`config.mk`:
```
export PLATFORM = sky130hd
export DESIGN_NAME = hazard_ctrl
export DESIGN_NICKNAME = d
export VERILOG_FILES = /design/src/rtl/hazard_pkg.sv /design/src/rtl/hazard_ctrl.sv
export SDC_FILE = /design/constraint.sdc
export NUM_CORES = 1
export LEC_CHECK = 0
export ABC_AREA = 1
export ABC_CLOCK_PERIOD_IN_PS = 2400
export CAP_MARGIN = 40
export CORE_UTILIZATION = 30
export CTS_CLUSTER_DIAMETER = 40
export DETAILED_ROUTE_END_ITERATION = 7
export PLACE_DENSITY = 0.52
export SLEW_MARGIN = 40
export SYNTH_ARGS = -nofsm -noshare
export SYNTH_HDL_FRONTEND = slang
export SYNTH_SLANG_ARGS = --single-unit
```
`constraint.sdc`:
```
create_clock -name clk -period 2.4 [get_ports clk]
set_input_delay 0.36 -clock clk [delete_from_list [all_inputs] [get_ports clk]]
set_output_delay 0.36 -clock clk [all_outputs]
set_load 0.02 [all_outputs]
```
`src/rtl/hazard_pkg.sv`:
```
// Shared types and defaults for the pipeline hazard controller.
package hazard_pkg;

    typedef enum logic {
        RUN      = 1'b0,
        MEM_WAIT = 1'b1
    } hz_state_t;

    localparam int MEM_TIMEOUT_DEFAULT = 255;

    // ID instruction reads a register that the load in EX has not yet delivered.
    function automatic logic hz_load_use(
        input logic [4:0] rs1,
        input logic [4:0] rs2,
        input logic       rs1_used,
        input logic       rs2_used,
        input logic [4:0] rd,
        input logic       reg_write,
        input logic       is_load
    );
        return is_load & reg_write & (rd != 5'd0) &
               ((rs1_used & (rs1 == rd)) | (rs2_used & (rs2 == rd)));
    endfunction

endpackage

```
`src/rtl/hazard_ctrl.sv`:
```
// Pipeline hazard controller: load-use bubbles, taken-branch flushes and
// data-memory wait freezes with a sticky timeout.
//
// state    | meaning
// ---------+--------------------------------------------------------------
// RUN      | normal issue; a pending memory access stalls for one cycle here
// MEM_WAIT | pipeline frozen waiting on mem_ready; wait_cnt counts the wait
module hazard_ctrl
    import hazard_pkg::*;
#(
    parameter int MEM_TIMEOUT = MEM_TIMEOUT_DEFAULT
) (
    input  logic        clk,
    input  logic        rst,
    input  logic [4:0]  rs1_ID,
    input  logic [4:0]  rs2_ID,
    input  logic        rs1_used_ID,
    input  logic        rs2_used_ID,
    input  logic [4:0]  rd_EX,
    input  logic        RegWrite_EX,
    input  logic        DatatoReg_EX,
    input  logic        branch_taken_EX,
    input  logic        mem_req_MEM,
    input  logic        mem_ready,
    output logic        en_PC,
    output logic        en_IFID,
    output logic        en_IDEX,
    output logic        en_EXMEM,
    output logic        en_MEMWB,
    output logic        flush_IFID,
    output logic        flush_IDEX,
    output logic        flush_MEMWB,
    output logic        pc_redirect,
    output logic        mem_err,
    output logic [15:0] stall_cnt
);

    localparam logic [7:0] TIMEOUT_CNT = 8'(MEM_TIMEOUT);

    hz_state_t  state;
    logic [7:0] wait_cnt;
    logic [7:0] wait_nxt;
    logic       load_use;
    logic       mem_stall;

    assign wait_nxt = wait_cnt + 8'd1;

    always_comb begin
        load_use  = hz_load_use(rs1_ID, rs2_ID, rs1_used_ID, rs2_used_ID,
                                rd_EX, RegWrite_EX, DatatoReg_EX);
        mem_stall = mem_req_MEM & ~mem_ready & ~mem_err;

        en_PC       = 1'b1;
        en_IFID     = 1'b1;
        en_IDEX     = 1'b1;
        en_EXMEM    = 1'b1;
        en_MEMWB    = 1'b1;
        flush_IFID  = 1'b0;
        flush_IDEX  = 1'b0;
        flush_MEMWB = 1'b0;
        pc_redirect = 1'b0;

        // A branch in EX is frozen with the rest of the front end during a
        // memory wait and redirects once the wait releases.
        if (mem_stall) begin
            en_PC       = 1'b0;
            en_IFID     = 1'b0;
            en_IDEX     = 1'b0;
            en_EXMEM    = 1'b0;
            flush_MEMWB = 1'b1;
        end else if (branch_taken_EX) begin
            pc_redirect = 1'b1;
            flush_IFID  = 1'b1;
            flush_IDEX  = 1'b1;
        end else if (load_use) begin
            en_PC      = 1'b0;
            en_IFID    = 1'b0;
            flush_IDEX = 1'b1;
        end
    end

    always_ff @(posedge clk or posedge rst) begin
        if (rst) begin
            state     <= RUN;
            wait_cnt  <= 8'd0;
            mem_err   <= 1'b0;
            stall_cnt <= 16'd0;
        end else begin
            if (!en_PC && (stall_cnt != 16'hFFFF))
                stall_cnt <= stall_cnt + 16'd1;

            case (state)
                RUN: begin
                    if (mem_stall) begin
                        state    <= MEM_WAIT;
                        wait_cnt <= 8'd0;
                    end
                end
                MEM_WAIT: begin
                    wait_cnt <= wait_nxt;
                    if (mem_ready || mem_err || !mem_req_MEM) begin
                        state <= RUN;
                    end else if (wait_nxt == TIMEOUT_CNT) begin
                        // wait_cnt reaches MEM_TIMEOUT on this edge
                        mem_err <= 1'b1;
                        state   <= RUN;
                    end
                end
                default: state <= RUN;
            endcase
        end
    end

endmodule
```
# == Word-level counts from Yosys, hierarchy flattened ==
# Cells that the tools add are included.
# W data, S select, Z words.
# totals
ff_bits,26
latchBits,0
ramBits,0
rom_bits,0
in_bits,24
output_inout_bits,26
elab_cells,45
memories,0
# classes
n_addsub,2
mul,0
div,0
n_lt_le_gt_ge,0
eq_ne,5
shift,0
muxes,15
bitwise_logic,12
n_reduce_logical,7
# ops
op,n
$add A16 B1 Y16 const B,1
$ne A16 B16 Y1 const B,1
$pmux W8 S2,1
$mux W1,12
$eq A5 B5 Y1,2
$add A8 B1 Y8 const B,1
$eq A8 B8 Y1 const B,1
$mux W8,1
$and A1 B1 Y1,7
$reduce_bool A5 Y1,1
$not A1 Y1,4
$reduce_and A3 Y1,1
$logic_not A1 Y1,2
$logic_or A1 B1 Y1,2
$ne A2 B2 Y1 const B,1
$pmux W1 S2,1
$logic_and A1 B1 Y1,1
$or A1 B1 Y1,1

# == Depth between registers and ports, before layout ==
# logic_depth
ltp_word,9
mapped_depth,12
depth_no_buf,11

# == Least setup slack after synthesis ==
# OpenSTA, ideal clock, no wires.
# synth_timing
path_kind,register to output
from,reg mem_err
to,out pc_redirect
arrival_ns,1.604
required_ns,2.040
path_slack_ns,0.436
path_stages_with_launch,6
path_buffers,1
path_cell_list,dfrtp_1 -> nor2_1 -> nand2_1 -> inv_1 -> nor2_1 -> buf_4
# synth_between
elab_chain_len,3
# synth_rtl
element,line,text
"start, declared",hazard_ctrl.sv:34,"output logic mem_err,"
"start signal, assigned",hazard_ctrl.sv:86,mem_err <= 1'b0;
"start signal, assigned",hazard_ctrl.sv:105,mem_err <= 1'b1;
$not A1 Y1,hazard_ctrl.sv:51,mem_stall = mem_req_MEM & ~mem_ready & ~mem_err;
$and A1 B1 Y1,hazard_ctrl.sv:51,
$mux W1,--,
"end, declared",hazard_ctrl.sv:33,"output logic pc_redirect,"
# Every way passes these cells.

# == Worst setup path after layout ==
# layout_timing
from,in mem_ready
to,out flush_IFID
# layout_between
elab_chain_len,4
# layout_rtl
element,line,text
"start, declared",hazard_ctrl.sv:24,"input logic mem_ready,"
$not A1 Y1,hazard_ctrl.sv:51,
$and A1 B1 Y1 (2 in a row),hazard_ctrl.sv:51,
$mux W1,hazard_ctrl.sv:65,if (mem_stall) begin
"end, declared",hazard_ctrl.sv:30,"output logic flush_IFID,"
# Every way passes these cells.

==> impl_metrics.json <==
{
  "max_freq_mhz": 447,
  "finalHoldViolations": 0,
  "viasPerCell": 4.40,
  "cts-root-buf": "clkbuf_8",
  "seq_area_frac_synth": 0.360,
  "p_seq_frac": 0.473,
  "portBuffers": 48,
  "synth_top_area_share": 0.360,
  "critical_path_required_ps": 2040,
  "netSwitchingFraction": 0.329,
  "synthFlopType": "dfrtp_1",
  "setup_viol": 0,
  "cp_max_fo": 4,
  "grt_pass1_wl_um": 7250,
  "rr_startpoint": "stall_cnt[0]$_DFFE_PP0P_",
  "yosys_warnings": 0,
  "critical_path.startpoint": "mem_ready",
  "final_area_mm2": 0.00238,
  "start_util": 0.320,
  "tns_ps": 0,
  "hold_path_class": "in2async",
  "crit_path_end": "flush_IFID",
  "areaGrowthSynthToFinish_pct": 31.4,
  "dp_hpwl_um": 3260,
  "h-tree-depth": 1,
  "dp.cells": 380,
  "cp-start-kind": "input port",
  "synth_edf_count": 0,
  "max-cap-violations": 0,
  "utilization": 0.421,
  "rows": 27,
  "ant_nets": 0,
  "cts_sinks": 26,
  "wl_um": 4250,
  "clkPwrFrac": 0.218,
  "diodes": 0,
  "drive_gt1_frac": 0.0579,
  "place_congestion": 0.817,
  "drtPass1Iterations": 4,
  "crit_type": "in2out",
  "max-vdd-ir-drop_mv": 0.224,
  "clk_latency_ps": 270,
  "fin_cells": 383,
  "grt_max_degree": 27,
  "r2r-end": "stall_cnt[15]$_DFFE_PP0P_",
  "p_leak_nw": 1.16,
  "outcome": "completed",
  "tritoncts": "built",
  "yosys-top-cells-count": "nand2_1, nand3_1, inv_1",
  "grt_pass1_vias": 1530,
  "io_pins": 50,
  "end_kind": "primary output",
  "ys_ff_latch": 26,
  "nNetsFinal": 340,
  "die_w_um": 79.6,
  "routedWlPerCell_um": 11.1,
  "synth_area_mm2": 0.00181,
  "die-height_um": 79.6,
  "switchingPower_mw": 0.372,
  "place_area_mm2": 0.00234,
  "period_minus_slack_ps": 2240,
  "fin_skew_ps": 11.9,
  "synth.most_common_cell": "nand2_1",
  "worst_ep_arrival_time_ps": 1880,
  "p_int_mw": 0.757,
  "drc_errors": 0,
  "period_share": 0.931,
  "cts_buffers": 3,
  "die-area_mm2": 0.00634,
  "synthTopCellsByArea": "dfrtp_1, nand2_1, nand3_1, inv_1, nor2_1",
  "grt.total_usage": 0.145,
  "rrSetupSlack_ps": 710,
  "post-cts-setup-buffers": 0,
  "core_area_mm2": 0.00564,
  "clk_pin_slew_worst_paths_ps": 90,
  "drv_slew": 0,
  "syn_nets": 292,
  "rsz0062_at_grt": "yes",
  "ys_types": 27,
  "power_density_mw_per_mm2": 475,
  "grt_overflow": 0,
  "whs_ps": 446,
  "r2r_cells": 11,
  "vias": 1684,
  "grt_antenna_before_repair": 0,
  "avgSynthCellArea_um2": 6.82,
  "ys_async_sr_fraction": 1.00,
  "combPwrFrac": 0.308,
  "synth_cells": 265,
  "clockBufferDepth": 2,
  "cts-hold-fix-buffers": 0,
  "drt_iter0_drc": 89,
  "synth_top_area_cell": "dfrtp_1"
}
power groups by stage:
stage               clock [mW]  sequential (mW)  combinational, mW
floorplan                    0            0.575              0.163
global placement             0            0.544              0.351
detailed placement           0            0.543              0.356
CTS                      0.260            0.534              0.355
global route             0.280            0.546              0.390
finish                   0.246            0.534              0.348
worst min-delay path by stage:
stage / to / cells after the start
after global routing: stall_cnt[10]$_DFFE_PP0P_ / 3
after global placement: mem_err$_DFFE_PP0P_ / 1
after CTS: stall_cnt[11]$_DFFE_PP0P_ / 3
after floorplan: mem_err$_DFFE_PP0P_ / 1
final: stall_cnt[10]$_DFFE_PP0P_ / 3
after detailed placement: mem_err$_DFFE_PP0P_ / 1
registers in the layout (all words and copies together), names as in the netlist:
signal / flops
wait_cnt: 8
mem_err: 1
state: 1
stall_cnt: 16
cells by family after synthesis:
group / after synthesis / synth area share
XOR/XNOR: 13 / 0.0630
AND/OR/NAND/NOR: 166 / 0.408
AO/OA/AOI/OAI: 10 / 0.0318
flip-flops: 26 / 0.360
other: 1 / 0.00207
buffers and inverters: 46 / 0.115
adder cells (fa/ha/maj): 3 / 0.0208
critical path: stages:
cell	delay [ps]
clkdlybuf4s50_1	460
nor2_1	40
nand2_1	110
inv_1	100
nor2_1	160
clkdlybuf4s50_1	630
final cells by class:
cell class	instances	area [um2]
flip-flops and latches	26	651
clock buffers	3	41.3
well taps	72	90.1
fillers	592	3270
repair buffers	51	502
inverters	38	143
multi-input cells	193	950
what timing repair did:
action                                  4_1_cts  5_1_grt
resized for setup                             3        1
endpoints found under the setup margin        3        2
pin swaps                                     0        0
layer usage:
layer | global-route usage | wire, um | vias up
li1 | - | - | 918
met1 | 0.211 | 2200 | 727
met2 | 0.221 | 1840 | 37
met3 | 0.0206 | 171 | 2
met4 | 0.0436 | 41 | 0
met5 | 0 | 0 | -
layout by cell type (no fill, tap or decap), drive strengths merged:
master	count
nand2	91
clkdlybuf4s50	44
inv	37
nand3	36
nor2	27
dfrtp	26
xor2	8
nor3	8
xnor2	5
o21ai	4
o22ai	4
ha	3
clkbuf	3
dlygate4sd2	3
buf	3
nand4	2
clkinv	1
nand2b	1
o21bai	1
nand3b	1
a21oi	1
conb	1
dlymetal6s2s	1
through the flow:
stage	power [mW]	setup WS, ps
floorplan	0.738	436
detailed placement	0.898	-117
finish	1.13	164
global placement	0.895	-117
CTS	1.15	103
global route	1.22	-4.97
(Power assumes the default switching activity.)
